### src/rtl/div_pkg.sv
// Shared types for the divider requester: FSM state encoding and response error codes.
package div_pkg;

    typedef enum logic [1:0] {
        ST_IDLE = 2'd0,
        ST_ARM  = 2'd1,
        ST_RUN  = 2'd2,
        ST_RESP = 2'd3
    } div_state_e;

    localparam logic [1:0] RSP_OK   = 2'b00;
    localparam logic [1:0] RSP_DIV0 = 2'b01;
    localparam logic [1:0] RSP_TMO  = 2'b10;

endpackage

### src/rtl/div_cnt_down.sv
// Loadable down-counter that saturates at zero and flags when it sits at zero.
module div_cnt_down #(
    parameter int W = 4
) (
    input  logic         clk,
    input  logic         reset_n,
    input  logic         load,
    input  logic [W-1:0] load_val,
    output logic         zero
);

    logic [W-1:0] cnt;

    always_ff @(posedge clk) begin
        if (!reset_n) begin
            cnt <= '0;
        end else if (load) begin
            cnt <= load_val;
        end else if (cnt != '0) begin
            cnt <= cnt - 1'b1;
        end
    end

    assign zero = (cnt == '0);

endmodule

### src/rtl/div_requester.sv
// Initiator for the sequential divider's sen1/sen2/done handshake, with
// divide-by-zero bypass and a watchdog on hung divides.
module div_requester
    import div_pkg::*;
#(
    parameter int N       = 20,
    parameter int GAP     = 2,
    parameter int TIMEOUT = 4 * N + 8
) (
    input  logic         clk,
    input  logic         reset_n,
    input  logic         req_valid,
    output logic         req_ready,
    input  logic [N-1:0] req_dividend,
    input  logic [N-1:0] req_divisor,
    output logic         rsp_valid,
    input  logic         rsp_ready,
    output logic [N-1:0] rsp_q,
    output logic [1:0]   rsp_err,
    output logic [N-1:0] div_dividend,
    output logic [N-1:0] div_divisor,
    output logic         div_sen1,
    output logic         div_sen2,
    input  logic [N-1:0] div_q,
    input  logic         div_done,
    output logic         busy,
    output div_state_e   fsm_state
);

    localparam int TMO_W = $clog2(TIMEOUT + 1);
    localparam int GAP_W = $clog2(GAP + 1);

    // Handshake rules: a request transfers on an edge where req_valid && req_ready;
    // a response transfers on an edge where rsp_valid && rsp_ready. rsp_valid and
    // rsp_q/rsp_err hold steady until that transfer.
    div_state_e state;
    div_state_e state_nxt;

    logic accept;
    logic div_zero;
    logic run_exit;
    logic tmo_zero;
    logic gap_zero;

    assign accept   = req_valid && req_ready;
    assign div_zero = (req_divisor == '0);
    assign run_exit = (state == ST_RUN) && (div_done || tmo_zero);
    assign fsm_state = state;

    // Loaded at accept, so it holds TIMEOUT during ARM and RUN lasts exactly
    // TIMEOUT cycles before the watchdog fires on the cycle it reads zero.
    div_cnt_down #(.W(TMO_W)) u_tmo_cnt (
        .clk      (clk),
        .reset_n  (reset_n),
        .load     (accept),
        .load_val (TMO_W'(TIMEOUT)),
        .zero     (tmo_zero)
    );

    div_cnt_down #(.W(GAP_W)) u_gap_cnt (
        .clk      (clk),
        .reset_n  (reset_n),
        .load     (run_exit),
        .load_val (GAP_W'(GAP)),
        .zero     (gap_zero)
    );

    always_ff @(posedge clk) begin
        if (!reset_n) begin
            state <= ST_IDLE;
        end else begin
            state <= state_nxt;
        end
    end

    always_comb begin
        state_nxt = state;
        case (state)
            ST_IDLE: if (accept) state_nxt = div_zero ? ST_RESP : ST_ARM;
            ST_ARM:  state_nxt = ST_RUN;
            ST_RUN:  if (div_done || tmo_zero) state_nxt = ST_RESP;
            ST_RESP: if (rsp_ready) state_nxt = ST_IDLE;
            default: state_nxt = ST_IDLE;
        endcase
    end

    // Done wins over timeout when both land on the same edge.
    always_ff @(posedge clk) begin
        if (!reset_n) begin
            div_dividend <= '0;
            div_divisor  <= '0;
            rsp_q        <= '0;
            rsp_err      <= RSP_OK;
        end else begin
            if (accept) begin
                div_dividend <= req_dividend;
                div_divisor  <= req_divisor;
                if (div_zero) begin
                    rsp_q   <= '1;
                    rsp_err <= RSP_DIV0;
                end
            end
            if (state == ST_RUN) begin
                if (div_done) begin
                    rsp_q   <= div_q;
                    rsp_err <= RSP_OK;
                end else if (tmo_zero) begin
                    rsp_q   <= '0;
                    rsp_err <= RSP_TMO;
                end
            end
        end
    end

    // req_ready is held low while reset is asserted so nothing is taken then.
    always_comb begin
        rsp_valid = (state == ST_RESP);
        div_sen1  = (state == ST_ARM) || (state == ST_RUN);
        div_sen2  = (state == ST_RUN);
        busy      = (state != ST_IDLE) || !gap_zero;
        req_ready = reset_n && (state == ST_IDLE) && gap_zero && !rsp_valid;
    end

endmodule

### config.mk
export PLATFORM = sky130hd
export DESIGN_NAME = div_requester
export DESIGN_NICKNAME = d
export VERILOG_FILES = /design/src/rtl/div_pkg.sv /design/src/rtl/div_cnt_down.sv /design/src/rtl/div_requester.sv
export SDC_FILE = /design/constraint.sdc
export NUM_CORES = 1
export LEC_CHECK = 0
export ABC_AREA = 1
export CAP_MARGIN = 10
export CORE_AREA = 2 2 121 64
export DETAILED_ROUTE_END_ITERATION = 16
export DIE_AREA = 0 0 123 66
export PLACE_DENSITY = 0.85
export SETUP_SLACK_MARGIN = 0.3
export SYNTH_ARGS = -nofsm -noshare
export SYNTH_HDL_FRONTEND = slang
export SYNTH_HIERARCHICAL = 1
export SYNTH_SLANG_ARGS = --single-unit
### constraint.sdc
create_clock -name clk -period 4.6 [get_ports clk]
set_clock_uncertainty 0.15 [all_clocks]
set_input_delay 0.92 -clock clk [delete_from_list [all_inputs] [get_ports clk]]
set_output_delay 0.92 -clock clk [all_outputs]
set_load 0.05 [all_outputs]
* Word level (Yosys, flattened, before mapping) *
Index checks and enable logic that the tools add are counted.

operators by class
  $add $sub $neg = 2
  equal/unequal tests = 6
  multiplexer cells = 19
  bitwise logic cells = 1
  reductions and logical operators = 22

operators by type and width
  operator                                                            number
  20-bit two-way mux                                                  5
  2-bit two-way mux                                                   11
  20-bit zero test                                                    1
  7-bit two-way mux                                                   2
  2-bit case mux with 4 select lines                                  1
  2-bit nonzero test                                                  4
  7-bit zero test                                                     1
  7-bit nonzero test                                                  1
  7-bit by 1-bit subtractor with 7-bit output, second input constant  1
  1-bit logical AND                                                   5
  2-bit == test, second input constant                                2
  2-bit zero test                                                     2
  2-bit by 1-bit != test with 1-bit output, second input constant     2
  2-bit OR reduction                                                  2
  1-bit logical OR                                                    3
  3-bit AND reduction                                                 1
  2-bit by 1-bit == test with 1-bit output, second input constant     1
  1-bit zero test                                                     2
  2-bit != test, second input constant                                1
  2-bit by 1-bit subtractor with 2-bit output, second input constant  1
  1-bit inverter                                                      1

word-level totals
  register bits after elaboration = 73
  input port bits = 65
  word-level logic and storage cells = 59

* Longest topological paths before layout *
  word-level depth = 9
  gate-level depth with buffers = 12
  gate-level depth less buffers = 11

* Modules after synthesis *
The synthesis kept the hierarchy.

modules (own cells, without submodules)
  module                    instances  cells each  area an instance (sq um)  sequential area each (sq um)
  div_requester             1          360         2,557.5                   1,281.2
  div_cnt_down (u_tmo_cnt)  1          67          530.5                     140.1
  div_cnt_down (u_gap_cnt)  1          16          110.1                     40.0

* Least setup slack after synthesis *
OpenSTA, ideal clock, no wires.

  path kind = register to register
  start point = reg state[0] (netlist: fsm_state[0])
  end point = reg u_tmo_cnt.cnt[1]
  setup time = 0.113 ns
  arrival time = 2.598 ns
  required time = 4.337 ns
  setup slack = 1.739 ns
  stages on the path, launching flop included = 12
  buffers on the path = 2
  path through = dfxtp_1 -> inv_1 -> ha_1 -> nand2_1 -> nor2_2 -> nand2_2 -> inv_2 -> buf_2 -> buf_12 -> o21ai_0 -> nor2_1 -> nor2_1

on the way
  cells in the longest elaborated chain, start to end = 6
  elaborated cells on any way between the ends = 8
  classes of those cells = eq/ne (1); reduce/logical (7)

ends and longest elaborated chain
  what                                     RTL line              RTL
  start: declaration                       div_requester.sv:36   div_state_e state;
  start signal: assignment                 div_requester.sv:72   state <= state_nxt;
  2-bit zero test                          div_requester.sv:121  req_ready = reset_n && (state == ST_IDLE) && gap_zero && !rsp_valid;
  1-bit logical AND (2 in series)          div_requester.sv:121
  1-bit logical AND (*)                    div_requester.sv:121
  named net req_ready                      div_requester.sv:13   output logic req_ready,
  1-bit logical AND (*)                    div_requester.sv:45   assign accept = req_valid && req_ready;
  named net accept                         div_requester.sv:39   logic accept;
  2-bit OR reduction (no source line) (*)  --
  end signal: assignment                   div_cnt_down.sv:18    cnt <= load_val;
  end signal: assignment                   div_cnt_down.sv:20    cnt <= cnt - 1'b1;
  end: declaration                         div_cnt_down.sv:12    logic [W-1:0] cnt;

Mark *: on every way through the listed nets, which the timed path passes. The rest lies on a longest branch.
A chain may end at the register's enable or synchronous reset.

* Worst setup path in the final report *
  start point = in reset_n
  end point = out req_ready

on the way
  cells in the longest elaborated chain, start to end = 3

ends and longest elaborated chain
  what                             RTL line              RTL
  start: declaration               div_requester.sv:11   input logic reset_n,
  1-bit logical AND (3 in series)  div_requester.sv:121
  end: declaration                 div_requester.sv:13

Every way passes these cells.

==> flow_summary_export.csv <==
group,metric,value,unit
worst_setup_path,cp.required,3530,ps
timing,maxClockFrequency,0.270,GHz
pwr,report.power.total,2.56,mW
clock_network,ctsHoldBuffers,0,
yosys,syn-cell-area,0.00320,sq mm
pwr,irDropWorstVdd,0.298,mV
global_route,grt-busiest-layer,"met2",
timing,worst_margin_slew,727,ps
die,die_area,0.00812,sq mm
global_route,met1_usage,24.0,%
final_layout,fill_cells,596,
die,die_height,66,um
drt,drc,0,
global_route,number_of_global_route_vias_before_repair,2945,
clock_network,clk_transition_reported_paths,50,ps
drt,dr_total_vias,3145,
drt,postRouteAntennaNets,0,
final_layout,syn_to_final_growth,53.1,%
die,core,0.00710,sq mm
yosys,synthCells,443,
global_route,grtUsageTotal,21.3,%
timing,final-hold-violation-count,0,
worst_setup_path,setup.worst_path.start_class,"primary input",
timing,finalSetupViolations,0,
yosys,ys_ff_latch,73,
yosys,synth-warning-count,6,
pwr,p_leak,2.07,nW
yosys,synthArstFlopShare,0,%
yosys,muxShareOfSynthArea,0,%
yosys,synth-xor-area-share,1.29,%
placement,routabilityCongestion,0.775,
yosys,yosysUniqueCellTypes,34,
die,ports,134,
worst_setup_path,crit_path_max_fanout,10,
worst_setup_path,arrival_time_worst_endpoint,2630,ps
yosys,post_synth_fa_ha_maj_area_fraction,2.74,%
drt,routed_wl,8.42,mm
clock_network,clock-sinks,73,
final_layout,antenna_cells_inserted,0,
yosys,synth_edf_count,0,
clock_network,clk-insertion-delay-late,320,ps
yosys,seq_area_frac_synth,45.7,%
timing,period_share,80.5,%
timing,min_period,3700,ps
drt,routed_wire_length_per_instance,12.4,um
die,die_width,123,um
global_route,overflow,0,
global_route,grt_util_met3,10.0,%
clock_network,cts-root-to-sink-buffers,2,
die,core_rows,22,
timing,max-slew-margin-rel,51.4,%
clock_network,cts_tree,"yes",
yosys,synth-compound-area-share,9.70,%
pwr,power_density,522,mW/mm^2
yosys,syn_area_per_cell,7.22,sq um
final_layout,design.final.nets,652,
clock_network,cts_resized,0,
outcome,outcome,"finished, final reports clean",
timing,timing_max_transition_violations_final,0,
yosys,synth_ff_type,"sky130_fd_sc_hd__dfxtp_1",
run,max-cap-violations,0,
yosys,dominant_combinational_cell_family_by_area_after_synthesis,"simple AND/OR/NAND/NOR gates",
timing,totalNegativeSetupSlack,0,ps
drt,firstDrtPassIters,4,
drt,via_per_inst,4.63,
yosys,post_synth_and_or_nand_nor_area_fraction,32.1,%
clock_network,root_buffer,"sky130_fd_sc_hd__clkbuf_16",
placement,port_buffer_cells,133,
clock_network,cts_inserted_buffers,9,
global_route,pin_count_of_the_biggest_net_entering_global_routing,52,
min_path,timing.hold.worst.class,"reg2reg",
worst_setup_path,timing.setup.critical_path_class,"in2out",
clock_network,cts-htree-levels,3,
clock_network,post_cts_setup_bufs,0,
placement,dpl.hpwl,6.17,mm
global_route,groute.layer.met2.usage,36.1,%
worst_setup_path,worstSetupEndpointType,"output pin",
global_route,antenna_violations_before_repair,0,
final_layout,final_layout_size_suffix_gt1_share,7.71,%
timing,rsz0062_at_grt,"false",
global_route,grt_pass1_wl,13.2,mm
die,floorplan.initialDensity,45.0,%
drt,first_iter_violations,155,
[layout by cell type (no fill, tap or decap), types with 2 or more instances in the layout]
cell	count
sky130_fd_sc_hd__nor2_1	22
sky130_fd_sc_hd__nand3_1	2
sky130_fd_sc_hd__clkinv_2	2
sky130_fd_sc_hd__clkbuf_8	2
sky130_fd_sc_hd__nand4_1	2
sky130_fd_sc_hd__o21ai_0	5
sky130_fd_sc_hd__clkbuf_16	9
sky130_fd_sc_hd__conb_1	9
sky130_fd_sc_hd__nand2_1	189
sky130_fd_sc_hd__xor2_2	2
sky130_fd_sc_hd__nor2_4	3
sky130_fd_sc_hd__a21oi_1	51
sky130_fd_sc_hd__buf_4	5
sky130_fd_sc_hd__nand2_2	11
sky130_fd_sc_hd__o21ai_1	2
sky130_fd_sc_hd__inv_1	38
sky130_fd_sc_hd__clkdlybuf4s50_1	133
sky130_fd_sc_hd__ha_1	7
sky130_fd_sc_hd__dfxtp_1	73
[registers in the layout, indices dropped and copies added, names as in the netlist]
signal	flops
div_dividend	20
div_divisor	20
rsp_q	20
u_tmo_cnt/cnt	7
fsm_state	2
rsp_err	2
u_gap_cnt/cnt	2
[cells by family (layout without fill, tap and decap cells)]
kind of cell    count (synthesis)  in the layout
compound gates                 60             60
xor+xnor                        3              3
fa+ha+maj                       7              7
buf+inv                        59            193
flops                          73             73
other cells                     2              9
simple gates                  239            239
[cell type report]
class | count | area (sq um) | area share, %
Inverter | 40 | 150 | 3.07
Clock inverter | 3 | 40.0 | 0.818
Tap cell | 96 | 120 | 2.45
Clock buffer | 12 | 256 | 5.24
Timing Repair Buffer | 138 | 1370 | 28.0
Multi-Input combinational cell | 318 | 1500 | 30.6
Sequential cell | 73 | 1460 | 29.8
[power breakdown]
| part | leakage, nW | switching [mW] | internal [mW] |
|---|---|---|---|
| combinational | 1.32 | 0.692 | 0.382 |
| clock | 0.148 | 0.245 | 0.444 |
| sequential | 0.593 | 0.0630 | 0.731 |
| total | 2.07 | 1.00 | 1.56 |
[cells in the mapped netlist, types with 2 or more instances]
cell	number	area [sq um]
sky130_fd_sc_hd__nand2_2	11	68.8
sky130_fd_sc_hd__xor2_2	2	32.5
sky130_fd_sc_hd__nor2_1	22	82.6
sky130_fd_sc_hd__ha_1	7	87.6
sky130_fd_sc_hd__o21ai_1	2	10.0
sky130_fd_sc_hd__nand2_1	189	709
sky130_fd_sc_hd__inv_1	38	143
sky130_fd_sc_hd__nand4_1	2	12.5
sky130_fd_sc_hd__o21ai_0	5	25.0
sky130_fd_sc_hd__buf_6	2	22.5
sky130_fd_sc_hd__nor2_4	3	33.8
sky130_fd_sc_hd__conb_1	2	7.51
sky130_fd_sc_hd__buf_2	5	25.0
sky130_fd_sc_hd__nand3_1	2	10.0
sky130_fd_sc_hd__a21oi_1	51	255
sky130_fd_sc_hd__clkbuf_1	10	37.5
sky130_fd_sc_hd__dfxtp_1	73	1460
[layer usage]
| metal | up-vias | share of wire [%] |
|---|---|---|
| met5 | - | 0 |
| met4 | 0 | 0.77 |
| met3 | 7 | 10 |
| met2 | 96 | 45 |
| met1 | 1419 | 44 |
| li1 | 1623 | - |
[path summary, 6_finish.rpt]
| check | startpoint | end | slack, ps | cells after the start |
|---|---|---|---|---|
| worst max-delay path | reset_n | req_ready | 900 | 4 |
| worst min register to register | rsp_err[1] | rsp_err[1] | 310 | 2 |
| worst min-delay path | rsp_err[1] | rsp_err[1] | 310 | 2 |
| worst max register to register | fsm_state[0] | u_tmo_cnt/cnt[0] | 2380 | 11 |
[worst max-delay path: stages]
cell                              delay (ps)
sky130_fd_sc_hd__clkdlybuf4s50_1         670
sky130_fd_sc_hd__nand2_1                 110
sky130_fd_sc_hd__nor2_2                  120
sky130_fd_sc_hd__clkdlybuf4s50_1         810
[per-stage QoR]
stage          setup WS (ps)  instance area (sq um)  hold slack, ps  cells  utilization, %
5_1_grt                  808                   4900             329    680            69.0
3_5_place_dp             901                   4600             301    665            64.8
4_1_cts                  898                   4900             310    680            69.0
6_report                 897                   4900             305    680            69.0
2_1_floorplan           1740                   3220             303    450               -
3_3_place_gp             917                   4600             295    665            64.8
(Power assumes the default switching activity.)
